$ cat config.mk
export PLATFORM = sky130hd
export DESIGN_NAME = soc_decerr_slave
export DESIGN_NICKNAME = d
export VERILOG_FILES = /design/src/rtl/soc_decerr_slave.sv
export SDC_FILE = /design/constraint.sdc
export NUM_CORES = 1
export LEC_CHECK = 0
export ABC_CLOCK_PERIOD_IN_PS = 1700
export BUFFER_PORTS_ARGS = -buffer_cell sky130_fd_sc_hd__buf_2
export CAP_MARGIN = 20
export CORE_AREA = 2 2 129 131
export DETAILED_ROUTE_END_ITERATION = 7
export DIE_AREA = 0 0 131 133
export PLACE_DENSITY = 0.58
export SLEW_MARGIN = 20
export SYNTH_ARGS = -nofsm -noshare
export SYNTH_HDL_FRONTEND = slang
export SYNTH_SLANG_ARGS = --single-unit
$ cat constraint.sdc
create_clock -name clk_i -period 1.7 [get_ports clk_i]
set_input_delay 0.17 -clock clk_i [delete_from_list [all_inputs] [get_ports clk_i]]
set_output_delay 0.17 -clock clk_i [all_outputs]
set_load 0.1 [all_outputs]
$ cat src/rtl/soc_decerr_slave.sv
// AXI4 default slave: terminates unmapped accesses with DECERR and logs the first fault.
// Define SOC_DECERR_LOG_EN to build the error log and interrupt; otherwise those outputs tie to 0.
module soc_decerr_slave #(
    parameter int unsigned ID_WIDTH   = 8,
    parameter int unsigned ADDR_WIDTH = 64,
    parameter int unsigned DATA_WIDTH = 64,
    parameter int unsigned CNT_WIDTH  = 16
) (
    input  logic                  clk_i,
    input  logic                  rst_ni,
    // Write address / data / response
    input  logic                  aw_valid_i,
    output logic                  aw_ready_o,
    input  logic [ID_WIDTH-1:0]   aw_id_i,
    input  logic [ADDR_WIDTH-1:0] aw_addr_i,
    input  logic                  w_valid_i,
    output logic                  w_ready_o,
    input  logic                  w_last_i,
    output logic                  b_valid_o,
    input  logic                  b_ready_i,
    output logic [ID_WIDTH-1:0]   b_id_o,
    output logic [1:0]            b_resp_o,
    // Read address / data
    input  logic                  ar_valid_i,
    output logic                  ar_ready_o,
    input  logic [ID_WIDTH-1:0]   ar_id_i,
    input  logic [ADDR_WIDTH-1:0] ar_addr_i,
    input  logic [7:0]            ar_len_i,
    output logic                  r_valid_o,
    input  logic                  r_ready_i,
    output logic [ID_WIDTH-1:0]   r_id_o,
    output logic [DATA_WIDTH-1:0] r_data_o,
    output logic [1:0]            r_resp_o,
    output logic                  r_last_o,
    // Error log
    input  logic                  err_clr_i,
    output logic                  err_irq_o,
    output logic [ADDR_WIDTH-1:0] err_addr_o,
    output logic                  err_is_write_o,
    output logic [CNT_WIDTH-1:0]  err_cnt_o
);

    localparam logic [63:0] ErrData = 64'hDEC0_DEE0_BADA_DD00;

    typedef enum logic [1:0] {WIdle, WDrain, WResp} w_state_e;
    typedef enum logic {RIdle, RSend} r_state_e;

    w_state_e              w_state_q, w_state_d;
    r_state_e              r_state_q, r_state_d;
    logic [ID_WIDTH-1:0]   b_id_q, b_id_d;
    logic [ID_WIDTH-1:0]   r_id_q, r_id_d;
    logic [7:0]            len_q, len_d;
    logic [7:0]            beat_q, beat_d;

    assign b_resp_o = 2'b11;
    assign r_resp_o = 2'b11;
    assign r_data_o = DATA_WIDTH'(ErrData);
    assign b_id_o   = b_id_q;
    assign r_id_o   = r_id_q;

    // Write path
    always_comb begin
        w_state_d  = w_state_q;
        b_id_d     = b_id_q;
        aw_ready_o = 1'b0;
        w_ready_o  = 1'b0;
        b_valid_o  = 1'b0;
        unique case (w_state_q)
            WIdle: begin
                aw_ready_o = 1'b1;
                if (aw_valid_i) begin
                    b_id_d    = aw_id_i;
                    w_state_d = WDrain;
                end
            end
            WDrain: begin
                w_ready_o = 1'b1;
                if (w_valid_i && w_last_i) begin
                    w_state_d = WResp;
                end
            end
            WResp: begin
                b_valid_o = 1'b1;
                if (b_ready_i) begin
                    w_state_d = WIdle;
                end
            end
            default: w_state_d = WIdle;
        endcase
    end

    // Read path
    always_comb begin
        r_state_d  = r_state_q;
        r_id_d     = r_id_q;
        len_d      = len_q;
        beat_d     = beat_q;
        ar_ready_o = 1'b0;
        r_valid_o  = 1'b0;
        r_last_o   = 1'b0;
        unique case (r_state_q)
            RIdle: begin
                ar_ready_o = 1'b1;
                if (ar_valid_i) begin
                    r_id_d    = ar_id_i;
                    len_d     = ar_len_i;
                    beat_d    = 8'd0;
                    r_state_d = RSend;
                end
            end
            RSend: begin
                r_valid_o = 1'b1;
                r_last_o  = (beat_q == len_q);
                if (r_ready_i) begin
                    if (r_last_o) begin
                        r_state_d = RIdle;
                    end else begin
                        beat_d = beat_q + 8'd1;
                    end
                end
            end
            default: r_state_d = RIdle;
        endcase
    end

    always_ff @(posedge clk_i or negedge rst_ni) begin
        if (!rst_ni) begin
            w_state_q <= WIdle;
            r_state_q <= RIdle;
            b_id_q    <= '0;
            r_id_q    <= '0;
            len_q     <= '0;
            beat_q    <= '0;
        end else begin
            w_state_q <= w_state_d;
            r_state_q <= r_state_d;
            b_id_q    <= b_id_d;
            r_id_q    <= r_id_d;
            len_q     <= len_d;
            beat_q    <= beat_d;
        end
    end

`ifdef SOC_DECERR_LOG_EN
    logic                  aw_hs, ar_hs;
    logic [CNT_WIDTH-1:0]  cnt_q, cnt_d, cnt_base;
    logic [CNT_WIDTH:0]    cnt_sum;
    logic [ADDR_WIDTH-1:0] addr_q, addr_d;
    logic                  wr_q, wr_d;

    assign aw_hs = aw_valid_i & aw_ready_o;
    assign ar_hs = ar_valid_i & ar_ready_o;

    // Clear is applied before same-cycle events; the write wins a simultaneous capture.
    always_comb begin
        cnt_base = err_clr_i ? '0 : cnt_q;
        addr_d   = err_clr_i ? '0 : addr_q;
        wr_d     = err_clr_i ? 1'b0 : wr_q;
        cnt_sum  = {1'b0, cnt_base} + {{CNT_WIDTH{1'b0}}, aw_hs} + {{CNT_WIDTH{1'b0}}, ar_hs};
        cnt_d    = cnt_sum[CNT_WIDTH] ? '1 : cnt_sum[CNT_WIDTH-1:0];
        if ((aw_hs || ar_hs) && (cnt_base == '0)) begin
            addr_d = aw_hs ? aw_addr_i : ar_addr_i;
            wr_d   = aw_hs;
        end
    end

    always_ff @(posedge clk_i or negedge rst_ni) begin
        if (!rst_ni) begin
            cnt_q  <= '0;
            addr_q <= '0;
            wr_q   <= 1'b0;
        end else begin
            cnt_q  <= cnt_d;
            addr_q <= addr_d;
            wr_q   <= wr_d;
        end
    end

    assign err_cnt_o      = cnt_q;
    assign err_addr_o     = addr_q;
    assign err_is_write_o = wr_q;
    assign err_irq_o      = (cnt_q != '0);
`else
    logic unused_log;
    assign unused_log     = ^{err_clr_i, aw_addr_i, ar_addr_i};
    assign err_cnt_o      = '0;
    assign err_addr_o     = '0;
    assign err_is_write_o = 1'b0;
    assign err_irq_o      = 1'b0;
`endif

endmodule
==> run summary <==
The placer's final routability congestion estimate came out at 0.730. After synthesis the netlist holds a flip-flop and latch count of 35. The floorplan has 47 rows. After synthesis, the share of flip-flops with an asynchronous set or reset is 100%.

The worst IR drop on VDD came out at 1100 uV. The later-pin clock latency in the skew report is 0.29 ns. Setup violations remaining at the end of the flow were counted as 0. The average routed wire per standard cell is 8.22 um. STA puts the critical path data required time at 1.53 ns.

The setup slack after layout came out at 0.00384 ns. The combined area of all synthesized cells came out at 0.00279 mm2. The total of buffers placed on input and output ports came out at 53. The cell count after placement is 559. The DRC violation count after routing came out at 0.

The initial antenna violation count was 0. The number of global-route vias before repair came to 1,447. The final number of hold-violating endpoints came out at 0. The data arrival at the endpoint of the critical path is 1.53 ns.

The effective utilization at floorplan came out at 17.3%. The final wirelength is 4740 um. The global routing met2 resource utilization came out at 8.15%. In the synthesized netlist the dominant register cell turns out to be dfrtp_1.

The number of violations of the max-capacitance limit came out at 0. The first-pass GRT wire length came out at 7260 um. STA classifies the critical path endpoint as an output port. met2 is the most crowded layer. The clock drives 35 sinks. The number of levels in the clock H-tree is 2. Clock tree synthesis selected as its root buffer the cell clkbuf_16. The worst slack after detailed placement came out at 0.0716 ns. The part of the cycle the worst path needs came out at 99.8%. The maximum clock path buffer count is 2. In this run, synthesis inferred 0 flip-flops with an integrated enable.

Setup repair after global routing could not meet its margin everywhere. Summing over every cut layer, the via total after detailed routing is 1,740. The class of the worst hold path is primary input to register. The number of nets in the finished design came out at 518. The worst path in the final design needs a cycle of 1.70 ns, including I/O delays and setup. The average instance area after synthesis came out at 9.76 um2. Of the cells placed in the final design, the portion with a size suffix greater than 1 is 33.6%. The number of different library cells in the post-synthesis netlist is 38. The die span in y is 133 um. The first-iteration detailed-routing DRC count is 29.

After clock tree synthesis, the clock-pin slew on the worst setup and hold paths is 0.06 ns. The standby leakage power is 0.00166 uW. After detailed routing, the number of vias per cell comes to 3.02.

The final max-slew violation count came out at 0. The placeable core area came out at 0.0162 mm2. The Yosys step of the flow raised 0 warnings.

The number of antenna-violating nets in the routed design is 0. The residual overflow from global routing came out at 0. The pin count of the biggest net entering global routing is 36. The maximum fanout count along the critical path came out at 2. The die is 131 um wide. The signed area change from the synthesized netlist to the final layout came out at 13.8%.

The number of detailed-routing iterations run before antenna repair came out at 4. The share of synthesized area occupied by flip-flops and latches is 31.4%. The gate count after technology mapping is 286.

The post-route non-filler standard cell count is 577. STA classifies the critical path startpoint as a register. The critical path is of the register to output port type. Summing internal, switching and leakage power gives 7720 uW. The global router's overall resource usage is 5.44%. TritonCTS built the clock tree.

The global-route track usage on met1 came out at 6.77%. The HPWL after detailed placement came out at 3600 um. The number of antenna diodes in the final layout is 0. The number of buffers added by the clock tree synthesis step came out at 5. The power density normalized to cell area came out at 2430 mW/mm2. Derived from the worst setup path, the maximum achievable clock frequency is 0.590 GHz. Global routing used 2.63% of the available met3 tracks. The floorplan step defined a die boundary enclosing 0.0174 mm2. 333 I/O pins were placed.

The flow ran to the end, and the final reports show no timing, DRC or antenna violations. The setup skew after layout is 0.00419 ns.
cells in the mapped netlist, types with 3 or more instances:
cell     instances  area share [%]
and3_1           7             1.6
inv_1            3            0.40
dfrtp_1         35              31
buf_2            3            0.54
nand4_1          3            0.67
xor2_1           3            0.94
a221o_1          5             1.8
nand2_1          5            0.67
xnor2_1          5             1.6
mux2_2          24             9.7
buf_4          151              41
nor3_1           5            0.90
nor2b_1          3            0.67
nand3_1          3            0.54
a21oi_1          3            0.54
kinds of logic after synthesis:
| kind of cell | share of synthesized area, % |
|---|---|
| muxes | 9.69 |
| DFF | 31.4 |
| xor gates and xnor gates | 2.51 |
| buffers and inverters | 42.4 |
| AOI/OAI and AO/OA | 5.65 |
| and+or+nand+nor | 7.67 |
| adders and majority gates | 0.448 |
| other | 0.269 |
cell type report:
cell class                 count  area (um2)
inverter                       5        23.8
fill                        1798       13000
clock buffer                   6         129
clock inverter                 2        60.1
tap                          220         275
multi-input combinational    238        1380
timing repair buffer          71         430
sequential                    35         882
power breakdown:
| part | leakage, uW | internal [uW] | switching [uW] |
|---|---|---|---|
| sequential | 0.000422 | 1230 | 300 |
| combinational | 0.00115 | 1080 | 3900 |
| clock | 0.0000911 | 841 | 363 |
layer usage:
layer  vias to the layer above  routed length [um]  share of wire, %
met5                         -                   0                 0
met4                         0                  58               1.2
met3                         6                 583                12
met2                       138                2150                45
met1                       804                1950                41
li1                        792                   -                 -
through the flow:
stage	instance area, um2	hold WS (ns)	setup TNS (ns)	util, %
global placement	2860	0.253	0	17.7
finish	3180	0.110	0	19.6
global route	3180	0.101	-0.0771	19.6
floorplan	3410	-0.126	-0.272	-
CTS	3140	0.0985	-0.0149	19.4
detailed placement	2860	0.253	0	17.7
placed cells by master, fill, tap and decap left out, drive strengths merged:
cell | netlist | routed
bufinv | 0 | 2
or3 | 1 | 1
and2 | 2 | 2
and3 | 7 | 7
a21oi | 3 | 3
conb | 2 | 150
nand2 | 5 | 5
buf | 155 | 70
nor2 | 2 | 2
ha | 1 | 1
o2bb2ai | 1 | 1
inv | 5 | 5
o31ai | 1 | 1
nand3 | 4 | 4
a211oi | 1 | 1
xor2 | 3 | 3
dfrtp | 35 | 35
or4 | 1 | 1
nor2b | 3 | 3
nand4 | 3 | 3
a221o | 5 | 5
a32o | 1 | 1
dlygate4sd3 | 0 | 1
clkbuf | 1 | 6
nor3 | 6 | 6
mux2 | 24 | 24
o21ai | 1 | 1
a31o | 1 | 1
a211o | 1 | 1
xnor2 | 5 | 5
o211ai | 1 | 1
a21o | 1 | 1
a31oi | 2 | 2
and4 | 2 | 2
path summary, 6_finish.rpt:
| check | from | end | slack, ns | cells past startpoint |
|---|---|---|---|---|
| worst max-delay path | len_q[7] | r_last_o | 0.004 | 5 |
| worst min-delay path | ar_id_i[6] | r_id_o[6] | 0.11 | 2 |
| worst max register to register | beat_q[0] | beat_q[7] | 0.06 | 5 |
| worst min register to register | r_id_o[1] | r_id_o[1] | 0.50 | 1 |
| max in group asynchronous | rst_ni | r_state_q | 0.88 | 3 |
| min in group asynchronous | rst_ni | len_q[2] | 0.46 | 3 |
state kept, by name, summed over array words and instances, names as in the netlist:
name / count
len_q: 8
w_state_q: 2
beat_q: 8
b_id_o: 8
r_id_o: 8
r_state_q: 1
timing repair:
| item | CTS | global route |
|---|---|---|
| pin swaps | 4 | 3 |
| hold buffers | 1 | 0 |
| hold endpoints to repair | 35 | 0 |
| buffers inserted | 5 | 4 |
| gates resized for setup | 8 | 1 |
| endpoints found under the setup margin | 1 | 6 |
| gates cloned | 0 | 0 |
critical path, stage by stage, from the launching register on:
cell and delay, ns:
dfrtp_1 0.39, xor2_1 0.18, nor3_2 0.30, nand3_4 0.12, inv_4 0.08, buf_12 0.17
No activity file was read; power rests on OpenSTA's default activity.
